File: src/rtl/usart_tx_arbiter.sv
// Round-robin arbiter that shares one toggle-start USART transmitter among NUM_REQ byte sources.
// Supports a per-source lock for uninterrupted packets, an optional post-frame gap, and a frame counter.
module usart_tx_arbiter #(
    parameter int NUM_REQ   = 4,
    parameter int DATA_BITS = 8,
    parameter int GAP_CLKS  = 0,
    parameter int CNT_W     = 16
) (
    input  logic                           clk,
    input  logic                           reset,
    input  logic [NUM_REQ-1:0]             req_valid,
    input  logic [NUM_REQ-1:0]             req_lock,
    input  logic [NUM_REQ*DATA_BITS-1:0]   req_data,
    output logic [NUM_REQ-1:0]             req_ready,
    output logic [NUM_REQ-1:0]             grant,
    output logic [DATA_BITS-1:0]           tx_data,
    output logic                           tx_enable,
    input  logic                           tx_response,
    output logic                           busy,
    output logic [CNT_W-1:0]               frames_sent
);
    localparam int IDX_W = (NUM_REQ > 1) ? $clog2(NUM_REQ) : 1;
    localparam int GAP_W = (GAP_CLKS > 1) ? $clog2(GAP_CLKS) : 1;

    typedef enum logic [1:0] {IDLE, XFER, GAP, FLUSH} state_t;

    // Not reset: the transmitter keeps its own copy of the toggle level across reset.
    state_t                 state     = IDLE;
    logic [DATA_BITS-1:0]   tx_data_r = '0;
    logic                   tx_en_r   = 1'b0;

    logic [IDX_W-1:0]       ptr;
    logic [IDX_W-1:0]       lock_idx;
    logic                   lock_vld;
    logic [GAP_W-1:0]       gap_cnt;
    logic [IDX_W-1:0]       winner;
    logic                   found;
    int                     sel;

    assign tx_data   = tx_data_r;
    assign tx_enable = tx_en_r;
    assign busy      = (state != IDLE);

    // Scan downward so the last hit is the closest to ptr in round-robin order.
    always_comb begin
        winner = ptr;
        found  = 1'b0;
        sel    = 0;
        if (lock_vld) begin
            winner = lock_idx;
            found  = req_valid[lock_idx];
        end else begin
            for (int i = NUM_REQ - 1; i >= 0; i--) begin
                sel = (int'(ptr) + i) % NUM_REQ;
                if (req_valid[IDX_W'(sel)]) begin
                    winner = IDX_W'(sel);
                    found  = 1'b1;
                end
            end
        end
    end

    always_comb begin
        req_ready = '0;
        if (state == IDLE && found)
            req_ready[winner] = 1'b1;
    end

    always_ff @(posedge clk) begin
        if (reset) begin
            // A frame already on the wire must still be drained before the next grant.
            state       <= (state == XFER || state == FLUSH) ? FLUSH : IDLE;
            ptr         <= '0;
            lock_vld    <= 1'b0;
            lock_idx    <= '0;
            grant       <= '0;
            frames_sent <= '0;
            gap_cnt     <= '0;
        end else begin
            case (state)
                IDLE: begin
                    if (found) begin
                        tx_data_r <= req_data[winner*DATA_BITS +: DATA_BITS];
                        tx_en_r   <= ~tx_en_r;
                        grant     <= NUM_REQ'(1) << winner;
                        ptr       <= (winner == IDX_W'(NUM_REQ - 1)) ? '0 : winner + 1'b1;
                        lock_vld  <= req_lock[winner];
                        lock_idx  <= winner;
                        state     <= XFER;
                    end
                end
                XFER: begin
                    if (tx_response) begin
                        frames_sent <= frames_sent + 1'b1;
                        gap_cnt     <= '0;
                        state       <= (GAP_CLKS > 0) ? GAP : IDLE;
                        if (!lock_vld)
                            grant <= '0;
                    end
                end
                GAP: begin
                    if (gap_cnt == GAP_W'(GAP_CLKS - 1))
                        state <= IDLE;
                    else
                        gap_cnt <= gap_cnt + 1'b1;
                end
                FLUSH: begin
                    if (tx_response)
                        state <= IDLE;
                end
                default: state <= IDLE;
            endcase
        end
    end
endmodule

File: config.mk
export PLATFORM = sky130hd
export DESIGN_NAME = usart_tx_arbiter
export DESIGN_NICKNAME = d
export VERILOG_FILES = /design/src/rtl/usart_tx_arbiter.sv
export SDC_FILE = /design/constraint.sdc
export NUM_CORES = 1
export LEC_CHECK = 0
export CORE_ASPECT_RATIO = 1.4
export CORE_MARGIN = 2
export CORE_UTILIZATION = 44
export CTS_CLUSTER_DIAMETER = 40
export DETAILED_ROUTE_END_ITERATION = 10
export PLACE_DENSITY = 0.87
export SLEW_MARGIN = 15
export SYNTH_ARGS = -nofsm -noshare
export SYNTH_HDL_FRONTEND = slang
export SYNTH_SLANG_ARGS = --single-unit
export TNS_END_PERCENT = 5
File: constraint.sdc
create_clock -name clk -period 2.1 [get_ports clk]
set_input_delay 0.315 -clock clk [delete_from_list [all_inputs] [get_ports clk]]
set_output_delay 0.315 -clock clk [all_outputs]
set_load 0.005 [all_outputs]
Word level (Yosys, flattened, before mapping)
Cells that the tools add are included.
{ "totals": {"ff_bits": 37, "input_bits": 43, "output_inout_bits": 34, "wordCells": 93} }
{ "op_classes": {"add_sub_neg": 6, "n_lt_le_gt_ge": 7, "n_eq_ne": 10, "shifts": 2, "mux": 43, "n_bitwise": 2, "reduce_logical": 14} }
{ "ops": {"columns": ["operator", "count"], "rows": [
  ["$shiftx A32 B6 Y8", 1],
  ["$mux W2", 11],
  ["$mux W1", 18],
  ["$add A16 B1 Y16 const B", 1],
  ["$lt A2 B4 Y1 const B", 4],
  ["$mux W4", 4],
  ["$bmux W1 S2", 6],
  ["$pmux W4 S2", 1],
  ["$eq A2 B2 Y1 const B", 3],
  ["$lt A2 B3 Y1 const B", 2],
  ["$ne A2 B2 Y1 const B", 3],
  ["$ne A3 B3 Y1 const B", 2],
  ["$pmux W2 S3", 1],
  ["$reduce_and A2 Y1", 3],
  ["$reduce_and A3 Y1", 2],
  ["$reduce_bool A2 Y1", 3],
  ["$add A2 B1 Y2 const B", 2],
  ["$add A2 B2 Y2 const B", 2],
  ["$reduce_and A4 Y1", 1],
  ["$shl A1 B2 Y4 const A", 1],
  ["$ne A3 B1 Y1 const B", 1],
  ["$demux W1 S2", 1],
  ["$eq A2 B1 Y1 const B", 1],
  ["$ge A2 B1 Y1 const B", 1],
  ["7 further kinds", 9]
]} }

Depth between registers and ports, before layout
{ "logic_depth": {"word_depth": 14, "mapped_depth": 9, "ltp_nobuf": 7} }

Worst setup path after synthesis
OpenSTA, ideal clock, no wires.
{ "synth_timing": {"path_kind": "reg2out", "start": "register ptr[0]", "end": "output req_ready[2]", "arrival_time_ps": 1618, "required_time_ps": 1785, "path_slack_ps": 167, "path_stages_with_launch": 8, "path_buffers": 1, "path_cell_list": "dfxtp_1 nor2b_4 o21ba_1 o41ai_4 inv_2 buf_6 ha_1 and2_1"} }
{ "synth_between": {"elab_chain_len": 14, "word_cells_on_any_way": 32, "cone_classes": "add/sub: 3; order compare: 2; mux: 25; reduce/logical: 2"} }
{ "synth_lines": {"columns": ["item", "line_no", "text"], "rows": [
  ["start: declaration", "32", "logic [IDX_W-1:0] ptr;"],
  ["start signal: assignment", "86", "ptr <= (winner == IDX_W'(NUM_REQ - 1)) ? '0 : winner + 1'b1;"],
  ["$add A2 B2 Y2", "54", "sel = (int'(ptr) + i) % NUM_REQ;"],
  ["$bmux W1 S2", "55", "if (req_valid[IDX_W'(sel)]) begin"],
  ["$mux W1 (not written as such) (2 in series)", "55", null],
  ["$mux W2 (4 in series)", "55", null],
  ["$mux W2", "49", "if (lock_vld) begin"],
  ["$lt A2 B3 Y1 (not written as such) / $ge A2 B1 Y1 (equally long branches)", "66", "req_ready[winner] = 1'b1;"],
  ["$logic_and A1 B1 Y1 (not written as such)", "66", null],
  ["$mux W1 (not written as such)", "66", null],
  ["$demux W1 S2", "66", null],
  ["$mux W4 (*)", "65", "if (state == IDLE && found)"],
  ["end: declaration", "14", "output logic [NUM_REQ-1:0] req_ready,"]
]} }
Mark *: on every way between the ends. The rest lies on a longest branch, timed or not. The select of a mux whose other input is x is not followed.

Final worst setup path
Ends and elaborated chain as after synthesis.

==> impl_metrics.toml <==
[yosys]
synth-seq-cells = 37
synth_top_area_cell = "dfxtp_1"
synth.top_cells.by_area = "dfxtp_1 26%, edfxtp_1 16%, mux2i_1 14%"
yosysSeqAreaShare_pct = 41.92
yosys_warnings = 0
synth_top_flop_cell = "dfxtp_1"
syn_nets = 245
ys_async_sr_fraction_pct = 0
synth_edf_count = 11
syn_inst = 199
synth.avg_cell_area_um2 = 10.20
netlist_area_mm2 = 0.002029
ys_types = 50
synth.top_cell.area_share_pct = 25.65

[floorplan]
dieWidth_um = 61.40
placementRows = 29
start_util_pct = 45.11
die_h_um = 84.36
ioPinCount = 77
core_region_area_mm2 = 0.004499
dieArea_mm2 = 0.005179

[clock_network]
h-tree-depth = 2
cts_tree = "yes"
cts_root_buf = "clkbuf_8"
insertion_delay_ns = 0.28
clk_path_buf_depth = 2
cts.sinks = 37
cts_buffers = 5
clk_pin_slew_worst_paths_ns = 0.07

[routing]
wirelength_mm = 5.448
dr.pass1.iters = 4
vias = 1867
ant_nets = 0
drt_iter0_markers = 88
vias_per_cell = 5.129
drt_drc_violations_left = 0
wl_per_cell_um = 14.97

[grt]
overflow = 0
grt_antenna_before_repair = 0
grt_use_total_pct = 21.57
grt_pass1_wl_mm = 8.369
grt_pass1_vias = 1856
grt_max_degree = 30

[power]
internal-power_mw = 2.289
p_sw_share_pct = 33.13
pwr-share-seq_pct = 30.3
p_comb_share_pct = 52.5
power_density_mw_per_mm2 = 1071
p_clk_share_pct = 17.2
ir_drop_mv = 0.5603
finalPower_mw = 3.423
leakage_nw = 1.266
power_switching_mw = 1.134

[timing]
setup_viol = 2
hold_viol = 0
fmax_mhz = 469.5
rsz0062_at_grt = "true"
tightest_slew_ns = 0.5106
clock_skew_ns = 0.006573
drv_slew = 0
finalCritPeriodShare_pct = 101.4
relSlewSlack_pct = 65.70
fin_crit_ns = 2.130
timing.final.ws_setup_ns = -0.03003

[cells_and_area]
n_fill_cell = 358
diodes = 0
syn2layout_area_growth_pct = 57.52
final_common_cell = "clkdlybuf4s50_1"
drive_above_1_share_pct = 22.85
layout_common_cells = "68 x clkdlybuf4s50_1, 27 x mux2i_1, 25 x buf_4, 24 x nor2_1, 22 x dfxtp_1"
nNetsFinal = 347

[flow_run]
cap_violations = 0

[placement]
hpwl_mm = 3.985
place_congestion = 0.7700
preCtsSetupSlack_ns = -0.6386
port_buffers = 76

[critical_path]
worst_setup_path_end_kind = "output port"
worstPathArrival_ns = 1.82
crit_path_max_fanout = 4
crit_type = "flip-flop to output port"
cp.required_ns = 1.78
critPathLaunchType = "flip-flop"

[worst_hold_path]
min_path_type = "flip-flop to flip-flop"

[outcome]
outcome = "complete, but fails checks"
violations = "negative setup slack"
-- critical path: stages (launching register included) --
cell and delay [ns]:
dfxtp_4 0.37, nor2b_4 0.05, o21ba_4 0.19, o41ai_4 0.30
buf_4 0.20, inv_4 0.04, ha_4 0.15, and2_4 0.13
buf_6 0.10
-- logic make-up after synthesis --
family                   Yosys count  synth area share [%]
flip-flops                        37                 41.92
XOR/XNOR                          13                 5.610
adder cells (fa/ha/maj)            3                 1.850
multiplexers                      30                 16.03
AND/OR/NAND/NOR                   70                 18.00
AO/OA/AOI/OAI                     30                 11.65
buffers and inverters             16                 4.931
-- power groups by stage --
stage                     Clock, mW  Combinational (mW)  Sequential (mW)
after global routing          0.630                1.93             1.06
after global placement            0                1.56             1.03
after CTS                     0.613                1.78             1.04
final                         0.589                1.80             1.04
after detailed placement          0                1.60             1.04
after floorplan                   0               0.930             1.02
-- state kept, by name (all words and copies together), names as in the netlist --
register     count
lock_idx         2
tx_data          8
state            2
frames_sent     16
ptr              2
gap_cnt          1
lock_vld         1
grant            4
tx_enable        1
-- final timing paths --
kind                            cells after the start            to     start  slack, ns
worst min-delay path                                2      grant[1]  grant[1]       0.51
worst min register to register                      2      grant[1]  grant[1]       0.51
worst max register to register                      8    tx_data[5]  lock_vld       0.17
worst max-delay path                                8  req_ready[2]    ptr[0]      -0.03
-- cell type report --
type                            count  area, um^2  area share (%)
Clock inverter                      2       33.78           1.057
Multi-Input combinational cell    146        1142           35.73
Inverter                            6       27.53          0.8611
Clock buffer                        6       72.57           2.270
Sequential cell                    37       858.3           26.85
Tap cell                           62       77.57           2.427
Timing Repair Buffer              105       984.7           30.80
-- metal layers --
metal  track usage (%)  vias to the layer above  wire length, um
li1                  -                      919                -
met1             21.79                      886             2048
met2             41.68                       53             3113
met3             3.544                        9              187
met4             7.350                        0               99
met5                 0                        -                0
-- through the flow --
step           utilization (%)   TNS [ns]  cell area [um^2]  instances  hold WS [ns]
3_3_place_gp             66.35     -8.543              2985        351        0.4776
2_1_floorplan                -          0              2029        199        0.4743
6_report                 71.05   -0.04982              3197        364        0.5136
5_1_grt                  71.05    -0.2436              3197        364        0.5445
3_5_place_dp             66.35     -9.437              2985        351        0.4945
4_1_cts                  71.25  -0.008828              3206        365        0.5123
-- Yosys cell counts (4+ instances only) --
library cell,n
xor2_1,11
clkbuf_1,4
nand3_1,7
nand2_1,10
nand4_1,4
a21oi_1,5
and3_1,4
dfxtp_1,26
inv_1,4
mux2i_1,28
o21ai_0,6
edfxtp_1,11
nor2_1,25
-- repair_timing --
action,in CTS,in global routing
endpoints found under the hold margin,0,0
setup endpoints to repair,18,12
pin swaps,9,1
hold buffers,0,0
resized for setup,50,2
buffers inserted,6,0
Note: power is estimated with default switching activity, not from simulation.
